## src/rtl/add6_arbiter_pkg.sv

```systemverilog
// Shared constants and FSM state type for the two-requester 6-bit adder.
// Operands are OP_W bits wide and are added HALF_W bits per pass.
// The result is assembled over two passes by a single shared adder.
package add6_arbiter_pkg;

  localparam int HALF_W = 3;
  localparam int OP_W   = 6;

  typedef enum logic [1:0] {
    IDLE = 2'd0,
    LOW  = 2'd1,
    HIGH = 2'd2,
    DONE = 2'd3
  } state_e;

endpackage

```

## src/rtl/add6_arbiter_add3c.sv

```systemverilog
// Purpose: combinational 3-bit ripple-carry adder with carry in and carry out.
// Latency: 0 cycles (pure combinational).
// Backpressure: none; the adder has no handshake.
// Ports: a, b - addends; cin - carry in; sum - sum bits; cout - carry out of the top bit.
module add3c
  import add6_arbiter_pkg::*;
(
  input  logic [HALF_W-1:0] a,
  input  logic [HALF_W-1:0] b,
  input  logic              cin,
  output logic [HALF_W-1:0] sum,
  output logic              cout
);

  logic c1;
  logic c2;

  // The carries are named individually so the ripple chain stays easy to follow.
  assign sum[0] = a[0] ^ b[0] ^ cin;
  assign c1     = (a[0] & b[0]) | (cin & (a[0] ^ b[0]));
  assign sum[1] = a[1] ^ b[1] ^ c1;
  assign c2     = (a[1] & b[1]) | (c1 & (a[1] ^ b[1]));
  assign sum[2] = a[2] ^ b[2] ^ c2;
  assign cout   = (a[2] & b[2]) | (c2 & (a[2] ^ b[2]));

endmodule

```

## src/rtl/add6_arbiter.sv

```systemverilog
// Purpose: two requesters share one 3-bit adder; a 6-bit sum is built in a low pass, then a high pass.
// Latency: res_valid rises 2 cycles after the accept edge; accepts are spaced at least 4 cycles apart.
// Backpressure: the block stays in DONE with the result held stable until res_ready; both readies stay 0 while busy.
// Ports: reqN_valid/reqN_a/reqN_b/reqN_ready - requester N operand handshake;
//        res_valid/res_sum/res_cout/res_id/res_ready - result handshake; clk, rst_n (async, active low).
module add6_arbiter
  import add6_arbiter_pkg::*;
(
  input  logic            clk,
  input  logic            rst_n,
  input  logic            req0_valid,
  input  logic [OP_W-1:0] req0_a,
  input  logic [OP_W-1:0] req0_b,
  output logic            req0_ready,
  input  logic            req1_valid,
  input  logic [OP_W-1:0] req1_a,
  input  logic [OP_W-1:0] req1_b,
  output logic            req1_ready,
  output logic            res_valid,
  output logic [OP_W-1:0] res_sum,
  output logic            res_cout,
  output logic            res_id,
  input  logic            res_ready
);

  state_e              state_q, state_d;
  logic                last_id_q, last_id_d;
  logic [OP_W-1:0]     a_q, a_d;
  logic [OP_W-1:0]     b_q, b_d;
  logic                id_q, id_d;
  logic [HALF_W-1:0]   lo_sum_q, lo_sum_d;
  logic                lo_carry_q, lo_carry_d;
  logic                res_valid_q, res_valid_d;
  logic [OP_W-1:0]     res_sum_q, res_sum_d;
  logic                res_cout_q, res_cout_d;
  logic                res_id_q, res_id_d;

  logic                grant_vld;
  logic                grant_id;
  logic [HALF_W-1:0]   add_a;
  logic [HALF_W-1:0]   add_b;
  logic                add_cin;
  logic [HALF_W-1:0]   add_sum;
  logic                add_cout;

  add3c u_add3c (
    .a    (add_a),
    .b    (add_b),
    .cin  (add_cin),
    .sum  (add_sum),
    .cout (add_cout)
  );

  // Under contention the requester that did not own the last result wins.
  always_comb begin
    grant_vld = req0_valid | req1_valid;
    if (req0_valid && req1_valid) begin
      grant_id = ~last_id_q;
    end else begin
      grant_id = req1_valid;
    end
  end

  // rst_n gating keeps the readies at 0 while reset is held, even if a valid is already up.
  assign req0_ready = rst_n && (state_q == IDLE) && grant_vld && !grant_id;
  assign req1_ready = rst_n && (state_q == IDLE) && grant_vld &&  grant_id;

  // The high pass is selected only in HIGH; every other state presents the low half.
  always_comb begin
    if (state_q == HIGH) begin
      add_a   = a_q[OP_W-1:HALF_W];
      add_b   = b_q[OP_W-1:HALF_W];
      add_cin = lo_carry_q;
    end else begin
      add_a   = a_q[HALF_W-1:0];
      add_b   = b_q[HALF_W-1:0];
      add_cin = 1'b0;
    end
  end

  always_comb begin
    state_d     = state_q;
    last_id_d   = last_id_q;
    a_d         = a_q;
    b_d         = b_q;
    id_d        = id_q;
    lo_sum_d    = lo_sum_q;
    lo_carry_d  = lo_carry_q;
    res_valid_d = res_valid_q;
    res_sum_d   = res_sum_q;
    res_cout_d  = res_cout_q;
    res_id_d    = res_id_q;
    unique case (state_q)
      IDLE: begin
        if (grant_vld) begin
          a_d     = grant_id ? req1_a : req0_a;
          b_d     = grant_id ? req1_b : req0_b;
          id_d    = grant_id;
          state_d = LOW;
        end
      end
      LOW: begin
        lo_sum_d   = add_sum;
        lo_carry_d = add_cout;
        state_d    = HIGH;
      end
      HIGH: begin
        // Result registers are loaded only here, so they hold their value outside DONE.
        res_sum_d   = {add_sum, lo_sum_q};
        res_cout_d  = add_cout;
        res_id_d    = id_q;
        res_valid_d = 1'b1;
        state_d     = DONE;
      end
      DONE: begin
        if (res_ready) begin
          res_valid_d = 1'b0;
          last_id_d   = res_id_q;
          state_d     = IDLE;
        end
      end
      default: state_d = IDLE;
    endcase
  end

  always_ff @(posedge clk or negedge rst_n) begin
    if (!rst_n) begin
      state_q     <= IDLE;
      last_id_q   <= 1'b1;
      a_q         <= '0;
      b_q         <= '0;
      id_q        <= 1'b0;
      lo_sum_q    <= '0;
      lo_carry_q  <= 1'b0;
      res_valid_q <= 1'b0;
      res_sum_q   <= '0;
      res_cout_q  <= 1'b0;
      res_id_q    <= 1'b0;
    end else begin
      state_q     <= state_d;
      last_id_q   <= last_id_d;
      a_q         <= a_d;
      b_q         <= b_d;
      id_q        <= id_d;
      lo_sum_q    <= lo_sum_d;
      lo_carry_q  <= lo_carry_d;
      res_valid_q <= res_valid_d;
      res_sum_q   <= res_sum_d;
      res_cout_q  <= res_cout_d;
      res_id_q    <= res_id_d;
    end
  end

  assign res_valid = res_valid_q;
  assign res_sum   = res_sum_q;
  assign res_cout  = res_cout_q;
  assign res_id    = res_id_q;

endmodule

```

## config.mk

```make
export PLATFORM = sky130hd
export DESIGN_NAME = add6_arbiter
export DESIGN_NICKNAME = d
export VERILOG_FILES = /design/src/rtl/add6_arbiter_pkg.sv /design/src/rtl/add6_arbiter_add3c.sv /design/src/rtl/add6_arbiter.sv
export SDC_FILE = /design/constraint.sdc
export NUM_CORES = 1
export LEC_CHECK = 0
export CAP_MARGIN = 15
export CORE_MARGIN = 5
export CORE_UTILIZATION = 53
export CTS_BUF_LIST = sky130_fd_sc_hd__clkbuf_4 sky130_fd_sc_hd__clkbuf_8
export DETAILED_ROUTE_END_ITERATION = 16
export PLACE_DENSITY = 0.95
export SLEW_MARGIN = 20
export SYNTH_ARGS = -nofsm -noshare
export SYNTH_HDL_FRONTEND = slang
export SYNTH_HIERARCHICAL = 1
export SYNTH_SLANG_ARGS = --single-unit
```

## constraint.sdc

```tcl
create_clock -name clk -period 6.8 [get_ports clk]
set_input_delay 2.04 -clock clk [delete_from_list [all_inputs] [get_ports clk]]
set_output_delay 2.04 -clock clk [all_outputs]
set_load 0.005 [all_outputs]
```

==> impl_results.md <==
* Area delta synth->final at 31.5%
* Relative max-transition margin at a little over half
* Final ANT Viol Nets at 0
* CP startpoint kind: input pin
* Non-filler cells, final at approximately 210
* Adder-cell share of the synthesized area at ~7.5%
* Critical R2R Launch: state_q[0]$_DFFE_PN0P_
* Post-synth top cells: dfrtp_1 (28), a21oi_1 (25), mux2_2 (20)
* Global Route Usage Sum at between 10% and 20%
* Chip Height at between 60 and 70 um
* WHS Endpoint: res_sum[1]$_DFFE_PN0P_
* Initial Util at between 50% and 60%
* Drt via density at ~5.4
* HP Start: res_sum[1]$_DFFE_PN0P_
* Total CTS buffers at 5
* Worst path most repeated cell: clkdlybuf4s50_1
* Yosys cell types at 21
* Final hold vios at 0
* GP Congestion at around 0.83
* Largest family of logic cells by synthesized area: multiplexers
* Setup Buffers After CTS at 0
* Core Box Area at 0.00271 mm2
* Synth area leader: dfrtp_1
* Ys flop type: dfrtp_1
* Multiplexer area fraction after synthesis at 15.3%
* Total Nets Final at roughly 220
* Pwr Density at 458 mW/mm2
* # Max-Cap Violations at 0
* Fraction of layout cells with a size suffix above 1 at approximately 18%
* Top cells by area, synth: dfrtp_1 (48%), mux2_2 (15%), a21oi_1 (8.5%), fa_1 (4.1%), nor2_1 (3.6%)
* CP Capture Type: output pin
* Worst hold path class: reg2reg
* Dpl hpwl at 2520 um
* Post_cts resized at 0
* GRT overflow at 0
* Crit-path cells: clkdlybuf4s50_1 -> o21a_1 -> and3_1 -> clkdlybuf4s50_1
* Max-slew violations at 0
* H-tree Lvls at 2
* Hold path depth at 1
* Sum Neg Setup Slack at 0 ns
* Syn avg cell area at 10.6 um2
* Mapped Nets at roughly 170
* Pin count of the biggest net entering global routing at 32
* Placed Cells at about 200
* CP required at about 4.8 ns
* Post-synthesis xor/xnor area fraction at 0%
* Asr flop ratio synth at 100%
* Initial DRC count at roughly 50
* Number of synthesized register bits at 29
* Vias in the first global route at ~1200
* Setup violators final at 0
* Final Skew at 0.0111 ns
* R2R Setup Slk at about 3.8 ns
* Crit path kind: in2out
* Simple logic cell fraction of the synthesized area at roughly 8.6%
* Critical path arrival at roughly 3.8 ns
* CP max stage cell: clkdlybuf4s50_1
* DRT Wirelength at around 3200 um
* Most frequent cell after synthesis: dfrtp_1
* Clk pin slew, worst setup/hold paths at roughly 0.09 ns
* Clk Latency, worst-skew pair at approximately 0.33 ns
* Register-to-Register Path Depth at 11
* Drt wl/cell at 15.4 um
* Hold-fix buffers, CTS at 0
* Max Fanout on Critical Path at 13
* Clock sinks at 29
* DRC violations left at 0
* Maximum VDD drop at roughly 320 uV
* Site Rows at 19
* CTS max path bufs at 2
* RSZ-0062 raised after global routing: false
* CTS tree: done
* N_diodes at 0
* Die width at between 60 and 70 um
* Reg-to-Reg End: lo_sum_q[2]$_DFFE_PN0N_
* Compound-Gate Fraction of Synth Area at between 10% and 20%
* Syn Inst Count at 138
* Initial antenna violation count at 0
* First-pass GRT wire length at between 5000 and 6000 um
* Leak pwr at 0.865 nW
* CTS Root Cell: clkbuf_4
* Ys Warns at 6
* Synth Cell Area at 0.00147 mm2
* Input/output buffers at 39
* Minimum clock period at around 5.8 ns
* Status: complete, no violations
* Post-synthesis sequential area ratio at roughly 50%
* Vias at between 1000 and 1500
* CP startpoint: req0_valid
* Worst path max stage delay at 0.61 ns
* Number of flops mapped to enable cells by yosys at 0
* Ports at 40
* Full die area at approximately 0.004 mm2
* Final period utilization at around 86%
* 1st-pass router iterations at 4
* Synth top area share at 47.7%
* Worst-Margin Slew at 0.708 ns
* Achievable Freq at between 150 and 200 MHz
[power breakdown]
group	leakage [nW]	total, mW	internal (mW)	switching [mW]
Combinational	0.497	0.453	0.246	0.207
Sequential	0.331	0.321	0.267	0.0543
Clock	0.0368	0.110	0.0531	0.0566
Total	0.865	0.884	0.566	0.318
[placed cells by master, fill, tap and decap left out]
cell / instances
clkdlybuf4s50_1: 39
dfrtp_1: 28
a21oi_1: 25
mux2_2: 20
nor2_1: 14
inv_1: 13
nand2_1: 13
clkbuf_4: 8
ha_1: 4
fa_1: 3
and3_1: 2
a21boi_4: 1
a21bo_2: 1
o21a_1: 1
and2_1: 1
o21ai_2: 1
a22o_1: 1
o22ai_1: 1
nor2b_1: 1
o32a_1: 1
dfstp_2: 1
buf_4: 1
[state kept, by name (all words and copies together), names as in the netlist]
register and count:
a_q 6, b_q 6, res_sum 6, lo_sum_q 3
state_q 2, id_q 1, last_id_q 1, lo_carry_q 1
res_cout 1, res_id 1, res_valid 1
[final cells by class]
class	instances	area (um2)
fillers	205	781
flip-flops and latches	29	727
multi-input cells	90	657
repair buffers	40	398
clock buffers	8	60.1
inverters	13	48.8
well taps	31	38.8
[worst max path at each step]
stage	to	slack, ns	depth (start not counted)
2_1_floorplan	req1_ready	2.20	3
3_3_place_gp	req0_ready	1.05	4
3_5_place_dp	req0_ready	0.96	4
4_1_cts	req0_ready	0.97	4
5_1_grt	req0_ready	0.86	4
6_report	req0_ready	0.97	4
[cell families (layout without fill, tap and decap cells)]
kind of cell,Yosys count,after routing
AND/OR/NAND/NOR,31,31
multiplexers,20,20
adder cells (fa/ha/maj),7,7
buffers and inverters,19,61
flip-flops,29,29
AO/OA/AOI/OAI,32,32
[critical path, delay by kind of cell]
kind                   cells  cell delay [ns]
AOI/OAI and AO/OA          1             0.40
buffers and inverters      2             1.13
and+or+nand+nor            1             0.22
[routing by layer]
layer  global-route usage [%]  vias up  wire length, um  share of wire (%)
met5                        0        -                0                  0
met2                     30.3       49             1640                 50
li1                         -      538                -                  -
met4                     7.43        0               89                2.7
met1                     20.8      544             1330                 41
met3                     7.55        8              197                6.1
[metrics by stage]
stage                     util, %  hold WS [ns]  setup slack, ns  total power [mW]  cell area (um2)
after global routing         71.2         0.540            0.864             0.969             1930
after detailed placement     69.0         0.494            0.965             0.779             1870
after floorplan                 -         0.460             2.20             0.630             1470
after global placement       69.0         0.485             1.05             0.753             1870
after CTS                    71.2         0.514            0.968             0.893             1930
final                        71.2         0.513            0.965             0.884             1930
Power figures use the tool's default switching activity.
==> variant: new RTL, same flow settings <==
Reset style: synchronous (`rst_n`), changed in one clocked block. Comments in the files are not updated.
--- a/src/rtl/add6_arbiter.sv
+++ b/src/rtl/add6_arbiter.sv
@@ -123,7 +123,7 @@
     endcase
   end
 
-  always_ff @(posedge clk or negedge rst_n) begin
+  always_ff @(posedge clk) begin
     if (!rst_n) begin
       state_q     <= IDLE;
       last_id_q   <= 1'b1;
Function: differs if rst_n is asserted again (counterexample within 4 cycles, from zero or initial values and one cycle with rst_n low); with rst_n held inactive, the same outputs for 10 cycles.
==> variant against the unedited design <==
Setup slack better by 120 ps; sequential cell count did not move; power shrank 32%; routed wire length decreased by 7.9%; non-clock buffer count up 2; hold slack got worse by 2.9 ps; critical path depth is 1 higher; design area is 2.5% lower; area after synthesis shrank 2.0%; largest cell class is now multi-input combinational cells.
==> variant: results (changes against the unedited design) <==
- Final GP Congestion: 0.739 (was 0.827)
- Placed Instances: 221 (was 203)
- Layout cells sized above 1: 6.06% (was 18.3%)
- Drt total wl: 2990 µm (was 3250 µm)
- Top post-synthesis cells by area: dfxtp_1 (40%), mux2i_1 (9.7%), nand2_1 (7.3%) (was dfrtp_1 (48%), mux2_2 (15%), a21oi_1 (8.5%))
- Outcome: complete, no violations (unchanged)
- Placed Area: 0.00182 mm² (was 0.00187 mm²)
- DR WL/cell: 13.1 µm (was 15.4 µm)
- Synth unique cells: 24 (was 21)
- Hold_sp: res_id (was res_sum[1])
- Synth Net Count: 196 (was 174)
- Number of stages on the worst hold path: 2 (was 1)
- First-pass GRT wire length: 5210 µm (was 5660 µm)
- Pre-CTS setup slack: 1100 ps (was 965 ps)
- Synth Area in Compound Gates: 13.2% (was 13.3%)
- Slew Limit Headroom: 44.0% (was 52.8%)
- Post-layout nets: 234 (was 215)
- Worst reg2reg startpoint: state_q[0] (unchanged)
- Min Hold Slack: 510 ps (was 513 ps)
- M3 GR Usage: 7.01% (was 7.55%)
- Seq/Total Area, Yosys: 40.3% (was 49.5%)
- Worst vdd ir: 0.000217 V (was 0.000324 V)
- Worst R2R Path Depth: 12 (was 11)
- Critical Path RT: 4760 ps (about the same)
- Clk_skew: 5.76 ps (was 11.1 ps)
- Number of global-route vias before repair: 1,257 (was 1,244)
- Synth Area in Adders: 7.65% (was 7.50%)
- GR Util met1: 17.9% (was 20.8%)
- R2r endpoint: res_sum[5] (was lo_sum_q[2])
- Reg2reg setup slack: 3780 ps (was 3760 ps)
- DRT iter0 DRCs: 41 (was 49)
- Drt via density: 5.27 (was 5.40)
- Syn Area/Cell: 8.99 µm² (was 10.6 µm²)
- Initial antenna violation count: 0 (unchanged)
- Largest net degree at the start of global routing: 33 (was 32)
- Post-DP HPWL: 2220 µm (was 2520 µm)
- Filler cells: 195 (was 205)
- Total track usage: 16.5% (was 18.3%)
- Pleak: 0.759 nW (was 0.865 nW)
-- variant: kinds of logic after synthesis --
group	Yosys count
multiplexers	20
buffers and inverters	23
AO/OA/AOI/OAI	31
AND/OR/NAND/NOR	50
flip-flops	29
adder cells (fa/ha/maj)	7
-- variant: worst max path at each step --
stage | from | end | slack (ps)
after global placement | req0_valid | req0_ready | 1140
after floorplan | req1_valid | req0_ready | 2110
after CTS | req0_valid | req1_ready | 1080
after detailed placement | req0_valid | req1_ready | 1100
after global routing | req0_valid | req1_ready | 1010
final | req0_valid | req1_ready | 1080
-- variant: critical path, stage by stage --
cell             delay (ps)
clkdlybuf4s50_1         530
o21a_1                  130
buf_4                   250
and3_1                  210
clkdlybuf4s50_1         510
-- variant: layout make-up --
type	count	area [µm²]	share of cell area [%]
Timing Repair Buffer	42	413	22.0
Sequential cell	29	581	30.9
Tap cell	30	37.5	2.00
Multi-Input combinational cell	108	746	39.7
Inverter	12	45.0	2.40
Clock buffer	7	58.8	3.13
-- variant: routing by layer --
layer	routed length, µm	part of all wire, %
met1	1260	42
met2	1460	49
met3	218	7.3
met4	58	1.9
met5	0	0
-- variant: power breakdown --
part	switching (mW)	internal [mW]	total, mW	leakage, nW
registers	0.0278	0.218	0.245	0.238
logic	0.124	0.124	0.247	0.486
clock network	0.0563	0.0527	0.109	0.0348
